==> config.mk <==
export PLATFORM = sky130hd
export DESIGN_NAME = sad_min_tracker
export DESIGN_NICKNAME = d
export VERILOG_FILES = /design/src/rtl/sad_min_tracker.sv
export SDC_FILE = /design/constraint.sdc
export NUM_CORES = 1
export LEC_CHECK = 0
export ABC_AREA = 0
export CORE_AREA = 2 2 229 231
export CTS_CLUSTER_DIAMETER = 30
export DETAILED_ROUTE_END_ITERATION = 12
export DIE_AREA = 0 0 231 233
export DONT_BUFFER_PORTS = 1
export RECOVER_POWER = 25
export SYNTH_ARGS = -nofsm -noshare
export SYNTH_HDL_FRONTEND = slang
export SYNTH_SLANG_ARGS = --single-unit
==> constraint.sdc <==
create_clock -name i_clk -period 48.3 [get_ports i_clk]
set_input_delay 2.415 -clock i_clk [delete_from_list [all_inputs] [get_ports i_clk]]
set_output_delay 2.415 -clock i_clk [all_outputs]
set_load 0.02 [all_outputs]
==> src/rtl/sad_min_tracker.sv <==
//------------------------------------------------------------------------------
// sad_min_tracker
//
// Final sequential stage of the motion-estimation SAD reduction. Streams beats
// of LANES (SAD, index) pairs, keeps the global minimum over a whole search,
// then turns the winning linear index into (row, col) by repeated subtraction
// of SEARCH_COLS. The result is offered on a valid/ready handshake.
//
// Ports:
//   i_clk         clock, rising edge
//   i_rst_n       asynchronous active-low reset
//   i_start       begin a new search (honoured in IDLE only)
//   i_in_valid    input beat valid
//   o_in_ready    tracker accepts a beat (COLLECT only)
//   i_in_sad      LANES packed SADs, lane 0 in the LSBs
//   i_in_index    LANES packed candidate indices, lane 0 in the LSBs
//   i_in_mask     per-lane valid, 0 = lane ignored
//   i_in_last     final beat of the search
//   o_out_valid   result valid
//   i_out_ready   consumer accepts result
//   o_best_sad    minimum SAD
//   o_best_index  index of the minimum
//   o_best_row    best_index / SEARCH_COLS
//   o_best_col    best_index % SEARCH_COLS
//   o_out_err     no valid candidate seen, or index outside the window
//   o_busy        tracker not idle
//------------------------------------------------------------------------------
module sad_min_tracker #(
  parameter int LANES       = 7,
  parameter int SAD_W       = 32,
  parameter int IDX_W       = 32,
  parameter int SEARCH_COLS = 49,
  parameter int SEARCH_ROWS = 49
) (
  input  logic                   i_clk,
  input  logic                   i_rst_n,
  input  logic                   i_start,
  input  logic                   i_in_valid,
  output logic                   o_in_ready,
  input  logic [LANES*SAD_W-1:0] i_in_sad,
  input  logic [LANES*IDX_W-1:0] i_in_index,
  input  logic [LANES-1:0]       i_in_mask,
  input  logic                   i_in_last,
  output logic                   o_out_valid,
  input  logic                   i_out_ready,
  output logic [SAD_W-1:0]       o_best_sad,
  output logic [IDX_W-1:0]       o_best_index,
  output logic [IDX_W-1:0]       o_best_row,
  output logic [IDX_W-1:0]       o_best_col,
  output logic                   o_out_err,
  output logic                   o_busy
);

  localparam logic [1:0] S_IDLE    = 2'd0;
  localparam logic [1:0] S_COLLECT = 2'd1;
  localparam logic [1:0] S_CONVERT = 2'd2;
  localparam logic [1:0] S_OUTPUT  = 2'd3;

  localparam logic [IDX_W-1:0] L_COLS  = IDX_W'(SEARCH_COLS);
  localparam logic [IDX_W-1:0] L_TOTAL = IDX_W'(SEARCH_ROWS * SEARCH_COLS);

  logic [1:0]       r_state;
  logic [SAD_W-1:0] r_best_sad;
  logic [IDX_W-1:0] r_best_index;
  logic [IDX_W-1:0] r_best_row;
  logic [IDX_W-1:0] r_best_col;
  logic             r_found;
  logic             r_err;
  logic [IDX_W-1:0] r_rem;
  logic [IDX_W-1:0] r_row;

  logic [SAD_W-1:0] w_lane_sad [LANES];
  logic [IDX_W-1:0] w_lane_idx [LANES];
  logic [SAD_W-1:0] w_scan_sad;
  logic [IDX_W-1:0] w_scan_idx;
  logic             w_accept;
  logic             w_bad;

  genvar gi;
  generate
    for (gi = 0; gi < LANES; gi++) begin : g_lane
      assign w_lane_sad[gi] = i_in_sad[gi*SAD_W +: SAD_W];
      assign w_lane_idx[gi] = i_in_index[gi*IDX_W +: IDX_W];
    end
  endgenerate

  // Lanes are folded in ascending order with a strict compare, so on equal
  // SADs the running best (earlier beat) or the lower lane is retained.
  always_comb begin
    w_scan_sad = r_best_sad;
    w_scan_idx = r_best_index;
    for (int li = 0; li < LANES; li++) begin
      if (i_in_mask[li] && (w_lane_sad[li] < w_scan_sad)) begin
        w_scan_sad = w_lane_sad[li];
        w_scan_idx = w_lane_idx[li];
      end
    end
  end

  assign w_accept = i_in_valid && (r_state == S_COLLECT);

  // best_index and found are frozen during CONVERT, so evaluating this every
  // CONVERT cycle is equivalent to checking it only on the first one; a bad
  // index therefore never reaches the subtraction loop and row cannot wrap.
  assign w_bad = !r_found || (r_best_index >= L_TOTAL);

  always_ff @(posedge i_clk or negedge i_rst_n) begin
    if (!i_rst_n) begin
      r_state      <= S_IDLE;
      r_best_sad   <= '1;
      r_best_index <= '0;
      r_best_row   <= '0;
      r_best_col   <= '0;
      r_found      <= 1'b0;
      r_err        <= 1'b0;
      r_rem        <= '0;
      r_row        <= '0;
    end else begin
      case (r_state)
        S_IDLE: begin
          if (i_start) begin
            r_state      <= S_COLLECT;
            r_best_sad   <= '1;
            r_best_index <= '0;
            r_found      <= 1'b0;
            r_err        <= 1'b0;
          end
        end
        S_COLLECT: begin
          if (w_accept) begin
            r_best_sad   <= w_scan_sad;
            r_best_index <= w_scan_idx;
            if (|i_in_mask) begin
              r_found <= 1'b1;
            end
            if (i_in_last) begin
              r_state <= S_CONVERT;
              r_rem   <= w_scan_idx;
              r_row   <= '0;
            end
          end
        end
        S_CONVERT: begin
          if (w_bad) begin
            r_err      <= 1'b1;
            r_best_row <= '0;
            r_best_col <= '0;
            r_state    <= S_OUTPUT;
          end else if (r_rem >= L_COLS) begin
            r_rem <= r_rem - L_COLS;
            r_row <= r_row + IDX_W'(1);
          end else begin
            r_best_col <= r_rem;
            r_best_row <= r_row;
            r_state    <= S_OUTPUT;
          end
        end
        S_OUTPUT: begin
          if (i_out_ready) begin
            r_state <= S_IDLE;
          end
        end
        default: r_state <= S_IDLE;
      endcase
    end
  end

  assign o_in_ready   = (r_state == S_COLLECT);
  assign o_out_valid  = (r_state == S_OUTPUT);
  assign o_busy       = (r_state != S_IDLE);
  assign o_best_sad   = r_best_sad;
  assign o_best_index = r_best_index;
  assign o_best_row   = r_best_row;
  assign o_best_col   = r_best_col;
  assign o_out_err    = r_err;

endmodule

==> results.yml <==
power_and_ir_drop:
  p_int_uw: 612
  peakVddDrop_mv: 0.0338
  pwr-share-comb_pct: 66.2
  swShare_pct: 54.5
  p_switching_uw: 734
  seqPwrFrac_pct: 22.1
  power_density_mw_per_mm2: 67.9
  p_clk_share_pct: 11.8
  p_leak_nw: 9.42
yosys:
  synth_area_mm2: 0.0186
  synth_cell_types: 82
  syn_area_per_cell_um2: 8.18
  yosysWarnings: 0
  async_reset_ff_share_pct: 100
  syn_inst: 2270
  yosys_most_used_dff: "dfrtp_1"
  synth_edf_count: 0
  synth_nets: 2947
  synth.yosys.seq_area_share_pct: 26.6
  ys_ff_latch: 196
routing:
  dr.pass1.iters: 6
  drt-total-wl_um: 82200
  met1_length_um: 32800
  wl_met3_um: 7410
  route.detailed.drc: 0
  highest_layer: "met4"
  vias_per_cell: 6.13
  wl_per_cell_um: 28.4
  wl_met2_um: 38400
  route.vias.total: 17700
  drt-initial-drc-count: 1291
  ant_nets: 0
setup_path:
  crit_buf_inv: 12
  crit_family: "compound AO/OA/AOI/OAI gates"
  cp.arrival_ns: 26.97
  slowest_delay_ns: 0.75
  critPathLaunchType: "input pin"
  ff2ff_setup_slack_ns: 22.77
  critPathKind: "input pin to flop"
  crit_end: "r_rem[27]"
  required_ns: 48.62
  slowest_stage: "buf_4"
  worstPathMaxFanout: 78
  reg2reg_to: "r_rem[27]"
  end_kind: "flop"
  r2r_start: "o_best_sad[11]"
  cp-startpoint: "i_in_sad[6]"
  cp_common_cell: "a21oi_1"
  cp.depth: 97
  reg2reg_depth: 98
global_route:
  grt_max_degree: 197
  grt_pass1_wl_um: 118000
  gr-total-overflow: 0
  antenna_found_initial: 3
  grt_usage_pct: 29.8
  grt_pass1_vias: 17500
timing:
  report.final.hold_viol_count: 0
  skew_ns: 0.0139
  slew_violations: 0
  fin_setup_tns_ns: 0
  post-route-min-period_ns: 26.65
  relSlewSlack_pct: 17.8
  period_share_pct: 55.2
  setup_viol: 0
  tightestPinTransition_ns: 1.23
  max_freq_ghz: 0.0375
  rsz0062_at_grt: "false"
final_layout:
  area_growth_pct: 6.68
  fin_cells: 2890
  layout_common_cells: "232 x nand2_1, 215 x ha_1, 196 x nor2_1"
  final_common_cell: "nand2_1"
  nNetsFinal: 2871
  drive_gt1_share_pct: 7.75
clock_network:
  cts-htree-levels: 4
  tritoncts: "built"
  path_clk_slew_ns: 0.08
  cts_made_buffers: 17
  cts.path.max_buffers: 2
  root_buffer: "clkbuf_16"
  ctsHoldBuffers: 0
  cts_setup_buffers: 0
  numClockSinks: 196
  clock_latency_ns: 0.46
  cts.repair.resized: 0
run_status:
  outcome: "finished clean"
floorplan:
  die_area_mm2: 0.0538
  start_util_pct: 36.4
  core_mm2: 0.0511
  die_w_um: 231
  ios: 593
  fp-row-count: 83
  die_y_um: 233
place:
  io_buffers: 0
  dp_hpwl_um: 68300
  dp.cells: 2855
  gp_congestion: 1.04
run:
  maxCapViolations: 0
hold_path:
  hp-class: "flop to flop"
[how the worst min path moves through the flow]
stage / start / slack [ns] / depth (start not counted) / end
after global placement: r_row[1] / 0.52 / 2 / r_row[1]
after detailed placement: r_row[10] / 0.52 / 1 / o_best_row[10]
after floorplan: r_found / 0.48 / 1 / r_found
final: r_found / 0.54 / 1 / r_found
after CTS: r_row[1] / 0.55 / 2 / r_row[1]
after global routing: r_found / 0.56 / 1 / r_found
[worst register-to-register path, delay by kind of cell, from the launching register on]
kind                     cells  cell delay, ns
AND/OR/NAND/NOR             26            4.73
multiplexers                 4            1.65
adder cells (fa/ha/maj)      7            2.11
buffers and inverters       13            5.18
AO/OA/AOI/OAI               48           11.08
flip-flops                   1            0.65
[cell families (layout without fill, tap and decap cells)]
kind of cell | Yosys count | after routing | share of synthesized area [%]
multiplexers | 192 | 192 | 10.6
adder cells (fa/ha/maj) | 219 | 219 | 14.7
XOR/XNOR | 20 | 20 | 0.943
AO/OA/AOI/OAI | 655 | 655 | 23.0
buffers and inverters | 260 | 197 | 5.60
flip-flops | 196 | 196 | 26.6
AND/OR/NAND/NOR | 728 | 728 | 18.6
other | 0 | 3 | 0
[stage by stage]
step	power [mW]	instance area, um^2	utilization [%]	setup slack, ns	hold slack (ns)
finish	1.35	19800	38.8	21.65	0.543
detailed placement	1.18	19100	37.5	21.57	0.521
global placement	1.16	19100	37.5	22.00	0.516
floorplan	0.911	18600	-	27.51	0.481
global route	1.45	19800	38.8	20.59	0.559
CTS	1.34	19800	38.8	22.05	0.546
[state kept, by name, summed over array words and instances, names as in the netlist]
signal        cells
r_found           1
o_out_err         1
o_best_sad       32
r_state           2
r_row            32
o_best_index     32
r_rem            32
o_best_row       32
o_best_col       32
[per-layer routing]
| layer | global-route usage, % | vias to the layer above |
|---|---|---|
| li1 | - | 8128 |
| met1 | 36.0 | 8659 |
| met2 | 49.9 | 798 |
| met3 | 8.14 | 140 |
| met4 | 12.6 | 0 |
| met5 | 0 | - |
[Yosys cell counts, types with 9 or more instances]
cell type	count	share of area [%]
nand4_1	40	1.3
xor2_1	12	0.57
nor4_1	12	0.40
dfstp_2	32	4.5
mux2_2	32	1.9
clkbuf_1	86	1.7
and3_1	20	0.67
buf_1	10	0.20
o21ai_0	170	4.6
o21ai_1	41	1.1
nand2_1	234	4.7
inv_1	146	2.9
nand2b_1	19	0.64
buf_2	9	0.24
o211ai_1	9	0.36
nor2b_1	19	0.64
nand3_1	50	1.3
ha_1	216	15
nor2_1	199	4.0
or3_1	12	0.40
and2_1	34	1.1
or2_2	26	0.88
dfrtp_1	164	22
a211oi_1	41	1.7
mux2i_1	159	8.6
a21oi_1	163	4.4
nor3_1	21	0.57
a22o_1	39	1.8
a32oi_1	30	1.4
a21o_1	58	2.3
a221oi_1	25	1.2
nor3b_1	11	0.44
[area by class of cell]
| cell class | count | area (um^2) |
|---|---|---|
| Inverter | 146 | 548 |
| Clock inverter | 15 | 240 |
| Fill cell | 5263 | 31300 |
| Antenna cell | 3 | 7.51 |
| Tap cell | 680 | 851 |
| Timing Repair Buffer | 19 | 143 |
| Clock buffer | 17 | 425 |
| Multi-Input combinational cell | 1814 | 12700 |
| Sequential cell | 196 | 4940 |
[power groups by stage]
stage	sequential (mW)	combinational [mW]	clock, mW
after detailed placement	0.299	0.881	0
after global routing	0.301	0.986	0.168
after floorplan	0.268	0.643	0
final	0.297	0.891	0.158
after global placement	0.298	0.865	0
after CTS	0.296	0.883	0.162
(Power assumes the default switching activity.)
